$ cat src/rtl/seq_pkg.sv
// ---------------------------------------------------------------------------
// seq_pkg
//   Definitions shared by the word serializer and the 110 sequence detector
//   environment.
//   - seq_ser_state_e    : serializer FSM state encoding
//   - SEQ_WORD_W_DEFAULT : default word width (also used by the detector bench)
// ---------------------------------------------------------------------------
package seq_pkg;

  typedef enum logic {
    SER_IDLE  = 1'b0,
    SER_SHIFT = 1'b1
  } seq_ser_state_e;

  localparam int SEQ_WORD_W_DEFAULT = 8;

endpackage : seq_pkg

$ cat src/rtl/seq_word_serializer.sv
// ---------------------------------------------------------------------------
// seq_word_serializer
//   Accepts parallel words over a valid/ready handshake and shifts them out
//   one bit per clock on seq_o, feeding the serial input of the 110 sequence
//   detector. Consecutive words stream with no idle bit between them; while
//   no word is in flight seq_o is held at 0.
//
// Parameters
//   WIDTH      bits per word (2..32)
//   MSB_FIRST  1: bit WIDTH-1 leaves first, 0: bit 0 leaves first
//
// Ports
//   clk_i         clock, all state changes on posedge
//   reset_ni      asynchronous active-low reset
//   word_i        parallel word to serialize
//   word_valid_i  word_i is valid this cycle
//   word_ready_o  block can accept word_i this cycle
//   seq_o         serial data bit (0 when seq_valid_o = 0)
//   seq_valid_o   seq_o carries a real data bit
//   word_done_o   pulse while the last bit of a word is on seq_o
//   busy_o        high while a word is being shifted out
// ---------------------------------------------------------------------------
module seq_word_serializer
  import seq_pkg::*;
#(
  parameter int WIDTH     = SEQ_WORD_W_DEFAULT,
  parameter bit MSB_FIRST = 1'b1
) (
  input  logic             clk_i,
  input  logic             reset_ni,
  input  logic [WIDTH-1:0] word_i,
  input  logic             word_valid_i,
  output logic             word_ready_o,
  output logic             seq_o,
  output logic             seq_valid_o,
  output logic             word_done_o,
  output logic             busy_o
);

  localparam int                CNT_W    = (WIDTH > 1) ? $clog2(WIDTH) : 1;
  localparam logic [CNT_W-1:0]  LAST_CNT = CNT_W'(WIDTH - 1);

  seq_ser_state_e   state_q;
  logic [WIDTH-1:0] shift_q;
  logic [WIDTH-1:0] shift_next;
  logic [CNT_W-1:0] bit_cnt;
  logic             out_bit;
  logic             in_shift;
  logic             last_bit;
  logic             accept;

  // The output end of the shift register depends on bit order; shifting
  // always moves data toward that end and zero-fills the far end.
  generate
    if (MSB_FIRST) begin : g_msb_first
      assign out_bit    = shift_q[WIDTH-1];
      assign shift_next = {shift_q[WIDTH-2:0], 1'b0};
    end else begin : g_lsb_first
      assign out_bit    = shift_q[0];
      assign shift_next = {1'b0, shift_q[WIDTH-1:1]};
    end
  endgenerate

  assign in_shift = (state_q == SER_SHIFT);
  assign last_bit = in_shift && (bit_cnt == LAST_CNT);

  // Ready is a function of registered state only, never of word_valid_i.
  // Opening ready on the last bit lets the next word load at the same edge
  // the current one finishes, so streaming has no gap.
  assign word_ready_o = (state_q == SER_IDLE) || last_bit;
  assign accept       = word_valid_i && word_ready_o;

  assign seq_valid_o = in_shift;
  assign busy_o      = in_shift;
  assign seq_o       = in_shift && out_bit;
  assign word_done_o = last_bit;

  always_ff @(posedge clk_i or negedge reset_ni) begin
    if (!reset_ni) begin
      state_q <= SER_IDLE;
      shift_q <= '0;
      bit_cnt <= '0;
    end else begin
      case (state_q)
        SER_IDLE: begin
          if (accept) begin
            shift_q <= word_i;
            bit_cnt <= '0;
            state_q <= SER_SHIFT;
          end
        end
        SER_SHIFT: begin
          if (last_bit) begin
            if (accept) begin
              shift_q <= word_i;
              bit_cnt <= '0;
            end else begin
              shift_q <= shift_next;
              bit_cnt <= '0;
              state_q <= SER_IDLE;
            end
          end else begin
            shift_q <= shift_next;
            bit_cnt <= bit_cnt + CNT_W'(1);
          end
        end
        default: begin
          state_q <= SER_IDLE;
          shift_q <= '0;
          bit_cnt <= '0;
        end
      endcase
    end
  end

endmodule : seq_word_serializer
$ cat config.mk
export PLATFORM = sky130hd
export DESIGN_NAME = seq_word_serializer
export DESIGN_NICKNAME = d
export VERILOG_FILES = /design/src/rtl/seq_pkg.sv /design/src/rtl/seq_word_serializer.sv
export SDC_FILE = /design/constraint.sdc
export NUM_CORES = 1
export LEC_CHECK = 0
export ABC_AREA = 1
export CORE_MARGIN = 3
export CORE_UTILIZATION = 32
export CTS_CLUSTER_DIAMETER = 120
export DETAILED_ROUTE_END_ITERATION = 6
export SLEW_MARGIN = 20
export SYNTH_ARGS = -nofsm -noshare
export SYNTH_HDL_FRONTEND = slang
export SYNTH_SLANG_ARGS = --single-unit
$ cat constraint.sdc
create_clock -name clk_i -period 2.6 [get_ports clk_i]
set_clock_uncertainty 0.1 [all_clocks]
set_input_delay 0.39 -clock clk_i [delete_from_list [all_inputs] [get_ports clk_i]]
set_output_delay 0.39 -clock clk_i [all_outputs]
set_load 0.05 [all_outputs]
Word-level counts from Yosys, hierarchy flattened
Index checks and enable logic that the tools add are counted.
{ "word_totals": {"reg_bits": 12, "in_bits": 11, "word_cells": 21} }
{ "classes": {"n_addsub": 1, "eq_ne": 2, "muxes": 10, "bitwise": 1, "n_reduce_logical": 4} }
{ "op_table": {"columns": ["cell", "n"], "rows": [
  ["two-way mux 8 bit", 3],
  ["case mux 8 bit (2 select lines)", 1],
  ["two-way mux 3 bit", 2],
  ["case mux 3 bit (2 select lines)", 1],
  ["adder 3 x 1 -> 3 bit (second input constant)", 1],
  ["== test 3 bit (second input constant)", 1],
  ["logical AND 1 bit", 3],
  ["two-way mux 1 bit", 2],
  ["inequality test 2 bit (second input constant)", 1],
  ["case mux 1 bit (2 select lines)", 1],
  ["logical OR 1 bit", 1],
  ["NOT 1 bit", 1]
]} }

Logic depth before layout (Yosys ltp)
Gate-level depths: netlist of run 1.
{ "logic_depth": {"word_depth": 7, "mapped_depth": 6} }

Worst setup path before layout of run 1
OpenSTA, ideal clock, no wires.
{ "synth_timing": {"kind": "register to output", "startpoint": "reg state_q (netlist: busy_o)", "endpoint": "out word_done_o", "t_arrival_ns": 1.345, "t_required_ns": 2.110, "setup_slack_ns": 0.765, "stages_incl_launch_ff": 4, "n_path_buf": 1, "cell_sequence": "dfrtp_1 -> buf_4 -> nand2_1 -> inv_1"} }
{ "synth_via": {"elab_chain_cells": 1} }
{ "synth_lines": {"columns": ["element", "line", "rtl"], "rows": [
  ["start, declared", "seq_word_serializer.sv:43", "seq_ser_state_e state_q;"],
  ["start signal, assigned", "seq_word_serializer.sv:80", "state_q <= SER_IDLE;"],
  ["start signal, assigned", "seq_word_serializer.sv:89", "state_q <= SER_SHIFT;"],
  ["start signal, assigned", "seq_word_serializer.sv:100", "state_q <= SER_IDLE;"],
  ["logical AND 1 bit", "seq_word_serializer.sv:65", "assign last_bit = in_shift && (bit_cnt == LAST_CNT);"],
  ["end, declared", "seq_word_serializer.sv:36", "output logic word_done_o,"]
]} }
No other way between the ends.

Worst setup path after layout of run 1
Same ends and word-level chain as after synthesis.

==> out/qor.yml, run 1 <==
outcome:
  status: "finished clean"
timing:
  max_freq_ghz: 0.4123
  tightest_slew_ps: 564.2
  setup_viol: 0
  min_period_ps: 2425
  setup_tns_ps: 0
  rsz0062_at_grt: "false"
  period_share_pct: 93.28
  final_hold_viol_count: 0
  relSlewSlack_pct: 62.39
  slew_viol_final: 0
synthesis:
  yosys_warnings: 0
  synth.avg_cell_area_um2: 7.812
  synth_area_leaders: "dfrtp_1 (47%), nand2_1 (19%), nand3_1 (13%)"
  syn-num-nets: 95
  syn_inst: 82
  netlist_area_um2: 640.6
  ys_seq_area_share_pct: 46.88
  ys_seq_elements: 12
  synth_top_cell_by_area: "dfrtp_1"
  synth_top_area_share_pct: 46.88
  synth_cell_types: 11
clock_tree:
  cts_resized: 0
  cts_tree: "yes"
  cts_max_level: 1
  cts-root-buf: "clkbuf_4"
  clk_latency_ps: 270
  cts_buffers: 3
  clockBufferDepth: 2
  cts.sinks: 12
  postCtsHoldBufs: 0
  clk_pin_slew_worst_paths_ps: 80
  cts_setup_buffers: 0
grt:
  grt_pass1_vias: 528
  antenna_found_initial: 0
  track_usage_pct: 12.27
  grt_pass1_wl_um: 2304
  grt_max_degree: 17
  grt-ovfl-total: 0
worst_setup_path:
  crit_path_end: "word_done_o"
  reg2reg_slack_ps: 1040
  timing.rr.start: "bit_cnt[0]$_DFFE_PN0P_"
  start_kind: "register"
  worst-setup-path-type: "reg2out"
  path_delay_family: "buffers and inverters"
  crit_path_start: "busy_o$_DFF_PN0_"
  cp_num_buf_inv: 2
  crit_cells: 3
  cp-end-kind: "output port"
  reg2regPathDepth: 6
  cpPeakStageDelay_ps: 790
  crit_fanout: 16
  path_cells: "nand2_1 > inv_1 > clkdlybuf4s50_1"
  arrival_ps: 1940
  slowest_stage: "clkdlybuf4s50_1"
  crit_required_ps: 2110
  worstReg2RegEnd: "shift_q[1]$_DFFE_PN0P_"
detailed_routing:
  ant_nets: 0
  num_vias: 562
  vias_per_cell: 4.569
  first_pass_iters: 5
  drt-total-wl_um: 1265
  wl_per_cell_um: 10.28
  drt_iter0_markers: 12
  drc: 0
placed_design:
  io_buffers: 15
  dp_cells: 119
  post-dp-hpwl_um: 864.8
  routabilityCongestion: 0.7542
finish:
  stdcell_count: 123
  syn2layout_area_growth_pct: 29.69
  num_antenna_cells: 0
  multi_input_area_um2: 261.5
  final_nets: 112
  register_area_um2: 300.3
  fill_cells: 188
  drive_above_1_share_pct: 8.163
floorplanning:
  die_area_um2: 2575
  initial_core_util_pct: 35.56
  io_pins: 16
  die_h_um: 50.74
  coreArea_um2: 1802
  std_cell_rows: 15
  die_width_um: 50.74
job:
  cap_violations: 0
power:
  power_density_nw_per_um2: 939.3
  p_leak_nw: 0.4721
  irDropWorstVdd_mv: 0.3483
hold_path:
  hold_path.class: "in2async"
-- flip-flops by register name, indices dropped and copies added (netlist names) --
signal and cells:
busy_o 1, bit_cnt 3, shift_q 8
-- stage by stage --
step                worst slack, ps  power, mW  cell area, um2  utilization (%)  hold WS [ps]
global route                  32.21     0.8519           830.8            46.11         401.6
global placement              404.6     0.6340           792.0            43.96         364.6
finish                        174.7     0.7804           830.8            46.11         367.5
detailed placement            375.9     0.6392           792.0            43.96         372.0
floorplan                     765.1     0.5481           640.6                -        -5.591
CTS                           64.39     0.7913           828.3            45.97         386.1
-- how the worst min path moves through the flow --
stage                                start                      to  cells past startpoint
finish                            reset_ni  shift_q[7]$_DFFE_PN0P_                      1
global route                      reset_ni  shift_q[7]$_DFFE_PN0P_                      1
CTS                               reset_ni        busy_o$_DFF_PN0_                      1
detailed placement  bit_cnt[1]$_DFFE_PN0P_  bit_cnt[1]$_DFFE_PN0P_                      2
global placement    bit_cnt[1]$_DFFE_PN0P_  bit_cnt[1]$_DFFE_PN0P_                      2
floorplan                         reset_ni  bit_cnt[0]$_DFFE_PN0P_                      0
-- layer usage --
| metal | track usage, % | part of all wire [%] |
|---|---|---|
| met3 | 3.561 | 7.4 |
| met2 | 18.04 | 46 |
| met4 | 8.520 | 1.3 |
| met1 | 15.26 | 45 |
| met5 | 0 | 0 |
-- cell usage in the layout (no fill, tap or decap), drive strengths merged --
cell type / netlist / final
clkdlybuf4s50: 0 / 14
nand3: 17 / 17
dfrtp: 12 / 12
buf: 4 / 1
clkbuf: 0 / 4
dlymetal6s2s: 0 / 1
nor2: 1 / 1
o21ai: 1 / 1
inv: 11 / 11
ha: 2 / 2
nand2: 34 / 34
-- area by class of cell --
class | instances | area share (%)
Clock buffer | 4 | 4.367
Inverter | 11 | 4.970
Multi-Input combinational cell | 55 | 31.48
Sequential cell | 12 | 36.14
Tap cell | 25 | 3.765
Timing Repair Buffer | 16 | 19.28
-- cells in the mapped netlist --
master and number:
buf_4 2, buf_6 2, dfrtp_1 12, ha_1 2, inv_1 11, nand2_1 33, nand2_2 1, nand3_1 16
nand3_2 1, nor2_4 1, o21ai_0 1
-- worst register-to-register path, delay by kind of cell (launching register included) --
kind / cells / cell delay [ps]
flip-flops: 1 / 400
adder cells (fa/ha/maj): 2 / 410
AND/OR/NAND/NOR: 4 / 530
-- where the power goes --
part	internal, mW	total [mW]	switching (mW)
Sequential	0.254	0.308	0.0538
Combinational	0.127	0.324	0.197
Clock	0.0850	0.149	0.0637
Total	0.466	0.780	0.315
-- kinds of logic after synthesis --
kind of cell / after synthesis / share of synthesized area [%]
buffers and inverters: 15 / 12.30
AOI/OAI and AO/OA: 1 / 0.7805
adders and majority gates: 2 / 3.906
DFF: 12 / 46.88
and+or+nand+nor: 52 / 36.13
No activity file was read; power rests on OpenSTA's default activity.
==> inputs of run 2 (changes only) <==
Settings changed: CORE_ASPECT_RATIO set to 1.4, GPL_TIMING_DRIVEN set to 0.
Clock period 2.6 ns to 2.7 ns, I/O delays scaled along.
==> out/qor.yml, run 2 (synthesis gave the netlist of run 1 again) <==
finish:
  utilization_pct: 46.71  # was 46.11%
  syn2layout_area_growth_pct: 33.01  # was 29.69%
  final_nets: 115  # was 112
  num_antenna_cells: 0  # unchanged
  largest_register: "shift_q"  # unchanged
  layout_common_cells: "nand2_1 (33), nand3_1 (16), clkdlybuf4s50_1 (15)"  # was nand2_1 (33), nand3_1 (16), clkdlybuf4s50_1 (14)
  drive_above_1_share_pct: 10.89  # was 8.163%
  largest_reg_flops: 8  # unchanged
  layout_commonest_cell: "nand2_1"  # unchanged
timing:
  setup_tns_ps: 0  # unchanged
  slew_viol_final: 0  # unchanged
  max_freq_ghz: 0.3900
  tightest_slew_ps: 542.6  # was 564.2 ps
  min_period_ps: 2564
  final_hold_viol_count: 0  # unchanged
  rsz0062_at_grt: "false"  # unchanged
  relSlewSlack_pct: 63.71  # was 62.39%
  setup_viol: 0  # unchanged
  period_share_pct: 94.97
placed_design:
  routabilityCongestion: 0.6939  # was 0.7542
  io_buffers: 15  # unchanged
  post-dp-hpwl_um: 920.6  # was 864.8 um
grt:
  grt_max_degree: 13  # was 17
  grt_pass1_vias: 517  # was 528
  grt_pass1_wl_um: 2194  # was 2304 um
  track_usage_pct: 11.46  # was 12.27%
  grt-ovfl-total: 0  # unchanged
  antenna_found_initial: 0  # unchanged
clock_tree:
  clk_latency_ps: 270  # about the same
  cts_resized: 0  # unchanged
  postCtsHoldBufs: 0  # unchanged
  cts-root-buf: "clkbuf_4"  # unchanged
  cts_setup_buffers: 0  # unchanged
  clockBufferDepth: 2  # unchanged
  clk_pin_slew_worst_paths_ps: 80  # about the same
  cts_max_level: 1  # unchanged
  cts_buffers: 3  # unchanged
  cts.sinks: 12  # unchanged
  cts_tree: "yes"  # unchanged
floorplanning:
  std_cell_rows: 18  # was 15
  die_width_um: 43.82  # was 50.74 um
  die_area_um2: 2582  # was 2575 um2
  initial_core_util_pct: 35.12  # was 35.56%
  coreArea_um2: 1824  # was 1802 um2
  io_pins: 16  # unchanged
  die_h_um: 58.94  # was 50.74 um
detailed_routing:
  drc: 0  # unchanged
  drt-total-wl_um: 1268  # was 1265 um
  num_vias: 548  # was 562
  drt_iter0_markers: 6  # was 12
  wl_per_cell_um: 10.48  # was 10.28 um
  vias_per_cell: 4.529  # was 4.569
  ant_nets: 0  # unchanged
  first_pass_iters: 2  # was 5
worst_setup_path:
  arrival_ps: 2060  # was 1940 ps
  worst-setup-path-type: "reg2out"  # unchanged
  start_kind: "register"  # unchanged
  crit_fanout: 4  # was 16
  crit_required_ps: 2190  # was 2110 ps
  cp-end-kind: "output port"  # unchanged
outcome:
  status: "finished clean"  # unchanged
power:
  p_leak_nw: 0.4720  # was 0.4721 nW
  irDropWorstVdd_mv: 0.4939  # was 0.3483 mV
  power_density_nw_per_um2: 905.9  # was 939.3 nW/um2
job:
  cap_violations: 0  # unchanged
hold_path:
  hold_path.class: "in2async"  # unchanged
[run 2: cell types whose count changed in the layout (fill, tap and decap cells not counted)]
cell,change
dlymetal6s2s_1,-1
clkdlybuf4s50_1,+1
buf_4,+1
buf_6,+2
[run 2: metal layers]
layer	wire length, um	share of wire, %	global-route usage (%)	vias to the layer above
met2	607	48	20.00	11
met5	0	0	0	-
li1	-	-	-	290
met3	44	3.5	1.835	5
met1	587	46	12.86	242
met4	29	2.3	6.466	0
[run 2: power breakdown]
| group | leakage, nW | internal, mW | total (mW) | switching [mW] |
|---|---|---|---|---|
| clock | 0.0210 | 0.0820 | 0.145 | 0.0629 |
| sequential | 0.154 | 0.245 | 0.284 | 0.0397 |
| combinational | 0.297 | 0.137 | 0.342 | 0.206 |
[run 2: worst paths after layout]
kind | depth (start not counted) | to | slack [ps] | startpoint
max | 5 | word_ready_o | 140 | bit_cnt[0]$_DFFE_PN0P_
min | 1 | bit_cnt[2]$_DFFE_PN0P_ | 380 | reset_ni
max reg2reg | 6 | shift_q[6]$_DFFE_PN0P_ | 1110 | bit_cnt[0]$_DFFE_PN0P_
min reg2reg | 2 | bit_cnt[1]$_DFFE_PN0P_ | 380 | bit_cnt[1]$_DFFE_PN0P_
max in group asynchronous | 1 | shift_q[3]$_DFFE_PN0P_ | 1760 | reset_ni
min in group clk_i | 2 | bit_cnt[1]$_DFFE_PN0P_ | 380 | bit_cnt[1]$_DFFE_PN0P_
[run 2: metrics by stage]
step | instances | instance area [um2] | hold slack (ps) | setup slack, ps | power (mW)
after floorplan | 82 | 640.6 | 9.409 | 850.1 | 0.5278
after global placement | 117 | 815.8 | 358.4 | 470.2 | 0.6259
after detailed placement | 117 | 815.8 | 366.1 | 437.5 | 0.6361
after CTS | 121 | 852.1 | 387.2 | 130.8 | 0.7828
after global routing | 121 | 852.1 | 403.0 | 43.33 | 0.8266
final | 121 | 852.1 | 377.9 | 135.7 | 0.7719
[run 2: final cells by class]
class / count / area, um2
fill: 188 / 972.2
sequential: 12 / 300.3
multi-input combinational: 55 / 261.5
timing repair buffer: 15 / 150.1
inverter: 11 / 41.29
buffer: 4 / 37.54
clock buffer: 4 / 36.28
tap: 20 / 25.02
[run 2: critical path, stage by stage (launching register included)]
cell and delay (ps):
dfrtp_1 380, ha_1 160, ha_1 200, inv_1 80, nand2_1 130, clkdlybuf4s50_1 820
==> inputs of run 3 (changes only) <==
Settings changed: CORE_MARGIN 3 to not set.
==> out/qor.yml, run 3 (synthesis gave the netlist of run 1 again) <==
clock_tree:
  clockBufferDepth: 2  # unchanged
  cts.sinks: 12  # unchanged
  clk_latency_ps: 270  # about the same
  clk_pin_slew_worst_paths_ps: 70  # was 80 ps
  cts_resized: 0  # unchanged
  cts_max_level: 1  # unchanged
  cts_setup_buffers: 0  # unchanged
  cts_buffers: 3  # unchanged
  postCtsHoldBufs: 0  # unchanged
  cts_tree: "yes"  # unchanged
  cts-root-buf: "clkbuf_4"  # unchanged
worst_setup_path:
  path_cells: "ha_1 > ha_1 > inv_1 > nand2_1 > clkdlybuf4s50_1"  # unchanged
  start_kind: "register"  # unchanged
  crit_path_start: "bit_cnt[0]$_DFFE_PN0P_"  # unchanged
  reg2reg_slack_ps: 1120  # was 1110 ps
  slowest_stage: "clkdlybuf4s50_1"  # unchanged
  crit_fanout: 4  # unchanged
  worstReg2RegEnd: "shift_q[6]$_DFFE_PN0P_"  # unchanged
  cp-end-kind: "output port"  # unchanged
  reg2regPathDepth: 6  # unchanged
  cpPeakStageDelay_ps: 720  # was 820 ps
  cp_num_buf_inv: 2  # unchanged
  critical_path.most_common_cell: "ha_1"  # unchanged
  worst-setup-path-type: "reg2out"  # unchanged
  arrival_ps: 2020  # was 2060 ps
  crit_required_ps: 2190  # about the same
  timing.rr.start: "bit_cnt[0]$_DFFE_PN0P_"  # unchanged
  path_delay_family: "buffers and inverters"  # unchanged
floorplanning:
  die_h_um: 54.94  # was 58.94 um
  initial_core_util_pct: 35.12  # unchanged
  coreArea_um2: 1824  # unchanged
  io_pins: 16  # unchanged
  die_width_um: 39.82  # was 43.82 um
  std_cell_rows: 18  # unchanged
  die_area_um2: 2187  # was 2582 um2
placed_design:
  post-dp-hpwl_um: 910.1  # was 920.6 um
  io_buffers: 15  # unchanged
  routabilityCongestion: 0.7723  # was 0.6939
grt:
  grt_pass1_vias: 536  # was 517
  track_usage_pct: 15.02  # was 11.46%
  grt-ovfl-total: 0  # unchanged
  grt_max_degree: 13  # unchanged
  antenna_found_initial: 0  # unchanged
  grt_pass1_wl_um: 2228  # was 2194 um
job:
  cap_violations: 0  # unchanged
detailed_routing:
  first_pass_iters: 4  # was 2
  drt_iter0_markers: 4  # was 6
  drt-total-wl_um: 1285  # was 1268 um
  drc: 0  # unchanged
  wl_per_cell_um: 10.71  # was 10.48 um
  vias_per_cell: 4.708  # was 4.529
  num_vias: 565  # was 548
  ant_nets: 0  # unchanged
timing:
  period_share_pct: 93.56  # was 94.97%
  min_period_ps: 2526  # was 2564 ps
  slew_viol_final: 0  # unchanged
  max_freq_ghz: 0.3959  # was 0.3900 GHz
  relSlewSlack_pct: 61.98  # was 63.71%
  setup_viol: 0  # unchanged
  tightest_slew_ps: 568.5  # was 542.6 ps
  rsz0062_at_grt: "false"  # unchanged
  final_hold_viol_count: 0  # unchanged
  setup_tns_ps: 0  # unchanged
hold_path:
  hold_end: "bit_cnt[2]$_DFFE_PN0P_"
  hold_path.class: "reg2reg"  # was in2async
  min_delay_path_depth: 2
  hp-start: "bit_cnt[2]$_DFFE_PN0P_"
power:
  irDropWorstVdd_mv: 0.4731  # was 0.4939 mV
  power_density_nw_per_um2: 878.9  # was 905.9 nW/um2
  p_leak_nw: 0.4648  # was 0.4720 nW
  total_power_uw: 736.8  # was 771.9 uW
outcome:
  status: "finished clean"  # unchanged
finish:
  drive_above_1_share_pct: 10.00  # was 10.89%
  layout_commonest_cell: "nand2_1"  # unchanged
  syn2layout_area_growth_pct: 30.86  # was 33.01%
  largest_reg_flops: 8  # unchanged
  layout_common_cells: "nand2_1 (33), nand3_1 (16), clkdlybuf4s50_1 (15)"  # unchanged
  multi_input_area_um2: 261.5  # unchanged
  num_antenna_cells: 0  # unchanged
  fill_cells: 190  # was 188
  largest_register: "shift_q"  # unchanged
  register_area_um2: 300.3  # unchanged
  final_nets: 115  # unchanged
run 3: changes by cell type in the layout (fill, tap and decap cells not counted):
cell      before  now
clkbuf_8       1    0
run 3: worst max-delay path by stage:
stage	endpoint	slack (ps)	cells past startpoint
after detailed placement	word_ready_o	460	5
after global routing	word_ready_o	30	5
after CTS	word_ready_o	150	5
after global placement	word_ready_o	470	5
final	word_ready_o	170	5
after floorplan	word_done_o	850	3
run 3: worst min-delay path, stage by stage, from the launching register on:
cell,delay [ps]
dfrtp_1,350
nand2_1,50
nand2_1,50
run 3: area by class of cell:
type / instances / area share (%)
flip-flops and latches: 12 / 35.82
multi-input cells: 55 / 31.19
repair buffers: 15 / 17.91
inverters: 11 / 4.925
plain buffers: 4 / 4.478
well taps: 20 / 2.985
clock buffers: 3 / 2.687
run 3: routing by layer:
layer  wire, um  vias up  GRT usage (%)
li1           -      289              -
met1        600      261          17.69
met2        625       10          25.14
met3         28        5          1.200
met4         31        0          10.34
met5          0        -              0
run 3: through the flow:
| step | setup slack [ps] | util, % | hold WS, ps | area (um2) | instances |
|---|---|---|---|---|---|
| 3_5_place_dp | 457.2 | 44.72 | 372.5 | 815.8 | 117 |
| 5_1_grt | 33.23 | 45.95 | 415.0 | 838.3 | 120 |
| 6_report | 173.9 | 45.95 | 385.8 | 838.3 | 120 |
| 4_1_cts | 154.2 | 45.95 | 390.7 | 838.3 | 120 |
| 3_3_place_gp | 472.6 | 44.72 | 367.5 | 815.8 | 117 |
| 2_1_floorplan | 850.1 | - | 9.409 | 640.6 | 82 |
run 3: power by group:
group	internal, mW	switching, mW
Combinational	0.136	0.204
Sequential	0.245	0.0419
Clock	0.0516	0.0581
Total	0.432	0.304
